--- config.mk ---
export PLATFORM = sky130hd
export DESIGN_NAME = mac_acc_bank
export DESIGN_NICKNAME = d
export VERILOG_FILES = /design/src/rtl/mac_pkg.sv /design/src/rtl/acc_lane.sv /design/src/rtl/mac_acc_bank.sv
export SDC_FILE = /design/constraint.sdc
export NUM_CORES = 1
export LEC_CHECK = 0
export ABC_AREA = 1
export BUFFER_PORTS_ARGS = -buffer_cell sky130_fd_sc_hd__buf_4
export CAP_MARGIN = 20
export CORE_MARGIN = 2
export CORE_UTILIZATION = 35
export CTS_BUF_LIST = sky130_fd_sc_hd__clkbuf_2 sky130_fd_sc_hd__clkbuf_4 sky130_fd_sc_hd__clkbuf_8
export DETAILED_ROUTE_END_ITERATION = 10
export SYNTH_ARGS = -nofsm -noshare
export SYNTH_HDL_FRONTEND = slang
export SYNTH_HIERARCHICAL = 1
export SYNTH_SLANG_ARGS = --single-unit
--- constraint.sdc ---
create_clock -name i_clk -period 8.21 [get_ports i_clk]
set_input_delay 1.642 -clock i_clk [delete_from_list [all_inputs] [get_ports i_clk]]
set_output_delay 1.642 -clock i_clk [all_outputs]
set_load 0.01 [all_outputs]
--- src/rtl/mac_pkg.sv ---
// mac_pkg: shared state type and default widths for the MAC accumulator bank
package mac_pkg;
  typedef enum logic [1:0] {IDLE, DRAIN, CLEAR} acc_state_t;
  localparam int IN_W_D = 16;
  localparam int ACC_W_D = 20;
  localparam int NCH_D = 4;
  localparam bit SAT_D = 1'b1;
endpackage

--- src/rtl/acc_lane.sv ---
// acc_lane: one accumulator with sticky overflow and add/saturate/wrap logic
module acc_lane
  import mac_pkg::*;
#(
  parameter int IN_W = IN_W_D,
  parameter int ACC_W = ACC_W_D,
  parameter bit SAT = SAT_D
) (
  input  logic             i_clk,
  input  logic             i_rst,
  input  logic             i_upd,
  input  logic             i_load,
  input  logic             i_clr,
  input  logic [IN_W-1:0]  i_data,
  output logic [ACC_W-1:0] o_value,
  output logic             o_ovf,
  output logic [ACC_W-1:0] o_nxt_value,
  output logic             o_nxt_ovf
);
  logic [ACC_W-1:0] r_value;
  logic             r_ovf;
  logic [ACC_W-1:0] w_ext;
  logic [ACC_W:0]   w_sum;
  assign w_ext = ACC_W'(i_data);
  assign w_sum = {1'b0, r_value} + {1'b0, w_ext};
  assign o_value = r_value;
  assign o_ovf = r_ovf;
  always_comb begin
    o_nxt_value = i_clr ? '0 : !i_upd ? r_value : i_load ? w_ext :
                  (w_sum[ACC_W] && SAT) ? '1 : w_sum[ACC_W-1:0];
    o_nxt_ovf = i_clr ? 1'b0 : !i_upd ? r_ovf : i_load ? 1'b0 : (r_ovf | w_sum[ACC_W]);
  end
  always_ff @(posedge i_clk) begin
    if (i_rst) begin
      r_value <= '0;
      r_ovf <= 1'b0;
    end else begin
      r_value <= o_nxt_value;
      r_ovf <= o_nxt_ovf;
    end
  end
endmodule

--- src/rtl/mac_acc_bank.sv ---
// mac_acc_bank: multi-channel product accumulator with input stage, clear sweep and bypassed read port
module mac_acc_bank
  import mac_pkg::*;
#(
  parameter int IN_W = IN_W_D,
  parameter int ACC_W = ACC_W_D,
  parameter int NCH = NCH_D,
  parameter bit SAT = SAT_D,
  localparam int CH_W = $clog2(NCH)
) (
  input  logic             i_clk,
  input  logic             i_rst,
  input  logic             i_in_valid,
  output logic             o_in_ready,
  input  logic [IN_W-1:0]  i_in_data,
  input  logic [CH_W-1:0]  i_in_ch,
  input  logic             i_in_load,
  input  logic             i_clr_all,
  input  logic             i_rd_en,
  input  logic [CH_W-1:0]  i_rd_ch,
  output logic             o_rd_valid,
  output logic [ACC_W-1:0] o_rd_data,
  output logic             o_rd_ovf,
  output logic             o_busy
);
  acc_state_t       r_state, w_next;
  logic [CH_W-1:0]  r_cnt;
  logic             r_s1_vld, r_s1_load;
  logic [IN_W-1:0]  r_s1_data;
  logic [CH_W-1:0]  r_s1_ch;
  logic [ACC_W-1:0] w_val [NCH];
  logic [ACC_W-1:0] w_nxt [NCH];
  logic [NCH-1:0]   w_ovf, w_nxt_ovf, w_upd, w_clr, w_wr;
  always_ff @(posedge i_clk) begin
    if (i_rst) r_state <= IDLE;
    else r_state <= w_next;
  end
  always_comb begin
    w_next = (r_state == IDLE) ? (i_clr_all ? DRAIN : IDLE) :
             (r_state == DRAIN) ? CLEAR :
             (r_cnt == CH_W'(NCH - 1)) ? IDLE : CLEAR;
  end
  always_comb begin
    o_in_ready = r_state == IDLE;
    o_busy = r_state == CLEAR;
  end
  always_ff @(posedge i_clk) begin
    if (i_rst || r_state != CLEAR) r_cnt <= '0;
    else r_cnt <= r_cnt + 1'b1;
  end
  always_ff @(posedge i_clk) begin
    if (i_rst) begin
      r_s1_vld <= 1'b0;
      r_s1_load <= 1'b0;
      r_s1_data <= '0;
      r_s1_ch <= '0;
    end else begin
      r_s1_vld <= i_in_valid && o_in_ready;
      if (i_in_valid && o_in_ready) begin
        r_s1_load <= i_in_load;
        r_s1_data <= i_in_data;
        r_s1_ch <= i_in_ch;
      end
    end
  end
  for (genvar g = 0; g < NCH; g++) begin : g_lane
    assign w_upd[g] = r_s1_vld && r_s1_ch == CH_W'(g);
    assign w_clr[g] = r_state == CLEAR && r_cnt == CH_W'(g);
    assign w_wr[g] = w_upd[g] | w_clr[g];
    acc_lane #(.IN_W(IN_W), .ACC_W(ACC_W), .SAT(SAT)) u_lane (
      .i_clk(i_clk),
      .i_rst(i_rst),
      .i_upd(w_upd[g]),
      .i_load(r_s1_load),
      .i_clr(w_clr[g]),
      .i_data(r_s1_data),
      .o_value(w_val[g]),
      .o_ovf(w_ovf[g]),
      .o_nxt_value(w_nxt[g]),
      .o_nxt_ovf(w_nxt_ovf[g])
    );
  end
  // A lane being written this cycle returns its post-write value to the reader
  always_ff @(posedge i_clk) begin
    if (i_rst) begin
      o_rd_valid <= 1'b0;
      o_rd_data <= '0;
      o_rd_ovf <= 1'b0;
    end else begin
      o_rd_valid <= i_rd_en;
      if (i_rd_en) begin
        o_rd_data <= w_wr[i_rd_ch] ? w_nxt[i_rd_ch] : w_val[i_rd_ch];
        o_rd_ovf <= w_wr[i_rd_ch] ? w_nxt_ovf[i_rd_ch] : w_ovf[i_rd_ch];
      end
    end
  end
endmodule
==> results.cfg <==
[sta]
final.min_clock_period_ns = 3.525
slew_viol_final = 0
layout_worst_path_cycle_share = 0.4293
fin_worst_hold_slack_ns = 0.4701
max_freq_mhz = 283.7
fin_skew_ns = 0.01489
timing.max_slew.rel_slack = 0.4209
finalSetupTns_ns = 0
grt_setup_unrepaired = no
finalSetupViolCount = 0
transition_time_at_the_pin_with_the_least_slew_margin_ns = 0.8686
final-hold-violation-count = 0

[drt]
avgViaCountPerCell = 4.884
route.antenna.remaining_nets = 0
detail_route.wirelength_mm = 47.44
drt-initial-drc-count = 1292
num_vias = 14315
tritonroute_pass_1_iters = 6
drc = 0
routed_wl_per_cell_um = 16.19

[synthesis]
synth_top_area_frac = 0.2446
synth_area_mm2 = 0.01341
netlist.top_cell.by_area = sky130_fd_sc_hd__nand2_1
netlist_instances = 2415
synth.avg_cell_area_um2 = 5.553
synth_async_sr_flop_share = 0
synth-seq-area-share = 0.1941
netlist-cell-type-count = 39
synth.ff_latch_count = 130
synth-edff-count = 0
yosysWarningCount = 6
mappedNetlistNets = 2513
post_synth_main_area_contributors = sky130_fd_sc_hd__nand2_1 (24%), sky130_fd_sc_hd__dfxtp_1 (19%), sky130_fd_sc_hd__inv_1 (11%)
ys_dominant_reg_cell = sky130_fd_sc_hd__dfxtp_1

[final_layout]
final_cell_area_mm2 = 0.01436
final_core_utilization = 0.3811
layout.cells.most_common_list = sky130_fd_sc_hd__nand2_1 (874), sky130_fd_sc_hd__inv_1 (406), sky130_fd_sc_hd__nor2_1 (263)
filler_cell_count = 4334
most_common_cell_after_layout_fill_and_taps_aside = sky130_fd_sc_hd__nand2_1
flow.area_growth_from_synthesis_pct = 7.054
antenna_cells_inserted = 0
ff_latch_area_mm2 = 0.002604
finish.net_count = 2506
multi_input_comb_area_mm2 = 0.008554
drive_above_1_share = 0.08264

[worst_setup_path]
criticalPathCategory = in -> reg
worstSetupStartpointType = input pin
critical_path_end_type = register
cpMaxStageDelayCell = sky130_fd_sc_hd__buf_4
worst_path_dominant_cell_family = simple AND/OR/NAND/NOR gates
timing.critical_path.arrival_ns = 3.93
worstPathCellList = buf_4 > buf_4 > nand3_1 > nand3_2 > nand2_2 > nand2_1 > nand3_1 > a21oi_1
crit_fanout = 70
crit_path_max_incr_delay_ns = 0.62
path_buf_inv = 2
worstPathRequired_ns = 8.62

[cts]
ctsHoldBuffers = 0
postCtsSetupRepairBufs = 0
tritoncts_clock_tree = done
clockBufferDepth = 2
clkSinkCount = 130
clock-root-buffer = sky130_fd_sc_hd__clkbuf_8
deepest_level_of_the_cts_h_tree = 4
worstSkewPairLatency_ns = 0.47
path_clk_slew_ns = 0.08
clock_buffer_count_from_cts = 17
cts_resizes = 0

[placement]
gpl.final_weighted_congestion = 0.9508
hpwlAfterDp_mm = 37.88
portBuffers = 49
placedInstanceArea_mm2 = 0.01380

[floorplan]
floorplan.die_area_mm2 = 0.03990
floorplan.initialDensity = 0.3560
placement_rows = 71
placeableCoreArea_mm2 = 0.03767
design.portCount = 50
die_w_um = 199.7
chipHeight_um = 199.7

[global_route]
grt_start_max_net_pins = 71
grt_antenna_before_repair = 0
grt_first_pass_wirelength_mm = 73.49
overflow = 0
global_route.usage.total = 0.2406
number_of_global_route_vias_before_repair = 13378

[run_status]
outcome = complete, no violations

[power]
power-per-cell-area_mw_per_mm2 = 124.6
highest_ir_drop_seen_on_vdd_uv = 102.5
final_total_power_w = 0.001788
power.static_leakage_nw = 8.052

[job]
drv_cap = 0

[worst_hold_path]
timing.hold.worst.class = reg -> reg
[per-stage QoR]
step | worst slack (ns) | instances
2_1_floorplan | 5.603 | 2415
3_3_place_gp | 4.291 | 2896
3_5_place_dp | 4.262 | 2896
4_1_cts | 4.755 | 2927
5_1_grt | 4.478 | 2931
6_report | 4.685 | 2931
[registers in the layout, summed over array words and instances (netlist names), 2 cells and up]
| signal | flops |
|---|---|
| r_state | 2 |
| r_s1_ch | 2 |
| r_cnt | 2 |
| g_lane.u_lane/o_ovf | 4 |
| g_lane.u_lane/o_value | 80 |
| o_rd_data | 20 |
| r_s1_data | 16 |
[synthesized netlist by cell type (5+ instances only)]
cell type / instances
sky130_fd_sc_hd__clkbuf_8: 12
sky130_fd_sc_hd__o21ai_1: 23
sky130_fd_sc_hd__a21oi_1: 138
sky130_fd_sc_hd__clkbuf_1: 20
sky130_fd_sc_hd__o22ai_1: 21
sky130_fd_sc_hd__nand3_2: 18
sky130_fd_sc_hd__xnor2_1: 28
sky130_fd_sc_hd__inv_2: 14
sky130_fd_sc_hd__nand3_1: 125
sky130_fd_sc_hd__buf_6: 6
sky130_fd_sc_hd__dlygate4sd1_1: 5
sky130_fd_sc_hd__nand4_1: 6
sky130_fd_sc_hd__ha_1: 68
sky130_fd_sc_hd__nor2_1: 263
sky130_fd_sc_hd__o21ai_0: 79
sky130_fd_sc_hd__dfxtp_1: 130
sky130_fd_sc_hd__nor3_1: 20
sky130_fd_sc_hd__buf_2: 21
sky130_fd_sc_hd__nand3b_1: 26
sky130_fd_sc_hd__buf_4: 13
sky130_fd_sc_hd__nand2_1: 874
sky130_fd_sc_hd__nand2_2: 54
sky130_fd_sc_hd__nor2_4: 13
sky130_fd_sc_hd__inv_1: 406
[worst min-delay path, stage by stage, from the launching register on]
cell	delay, ns
sky130_fd_sc_hd__dfxtp_1	0.32
sky130_fd_sc_hd__nand2_1	0.06
sky130_fd_sc_hd__a21oi_1	0.05
[per-layer routing]
layer	up-vias	wire length, µm	track usage
li1	7343	-	-
met1	6488	21240	0.3110
met2	388	22370	0.4141
met3	96	2074	0.02268
met4	0	1763	0.09246
met5	-	0	0
[cells by family (layout without fill, tap and decap cells)]
kind of cell             Yosys count  count (layout)  synth area share
flip-flops                       130             130            0.1941
XOR/XNOR                          30              30           0.01959
AND/OR/NAND/NOR                 1408            1408            0.4435
AO/OA/AOI/OAI                    267             267            0.1054
adder cells (fa/ha/maj)           72              72           0.06942
buffers and inverters            508             513            0.1680
[power breakdown]
group | switching [W] | total, W | internal (W) | leakage [nW]
Clock | 0.000272 | 0.000637 | 0.000364 | 0.232
Combinational | 0.000281 | 0.000433 | 0.000152 | 6.76
Sequential | 0.0000631 | 0.000719 | 0.000656 | 1.06
[area by class of cell]
type,instances,area share
Multi-Input combinational cell,1777,0.5959
Sequential cell,130,0.1814
Inverter,422,0.1105
Tap cell,511,0.04454
Timing Repair Buffer,60,0.03643
Clock buffer,22,0.02066
Clock inverter,9,0.01063
[worst paths after layout]
path	startpoint	endpoint	cells past startpoint	slack (ns)
max	i_rd_ch[0]	o_rd_data[9]$_SDFFE_PP0P_	8	4.69
min	o_rd_data[12]$_SDFFE_PP0P_	o_rd_data[12]$_SDFFE_PP0P_	2	0.47
max reg2reg	r_s1_data[5]$_SDFFE_PP0P_	o_rd_data[13]$_SDFFE_PP0P_	21	4.71
min reg2reg	o_rd_data[12]$_SDFFE_PP0P_	o_rd_data[12]$_SDFFE_PP0P_	2	0.47
No activity file was read; power rests on OpenSTA's default activity.
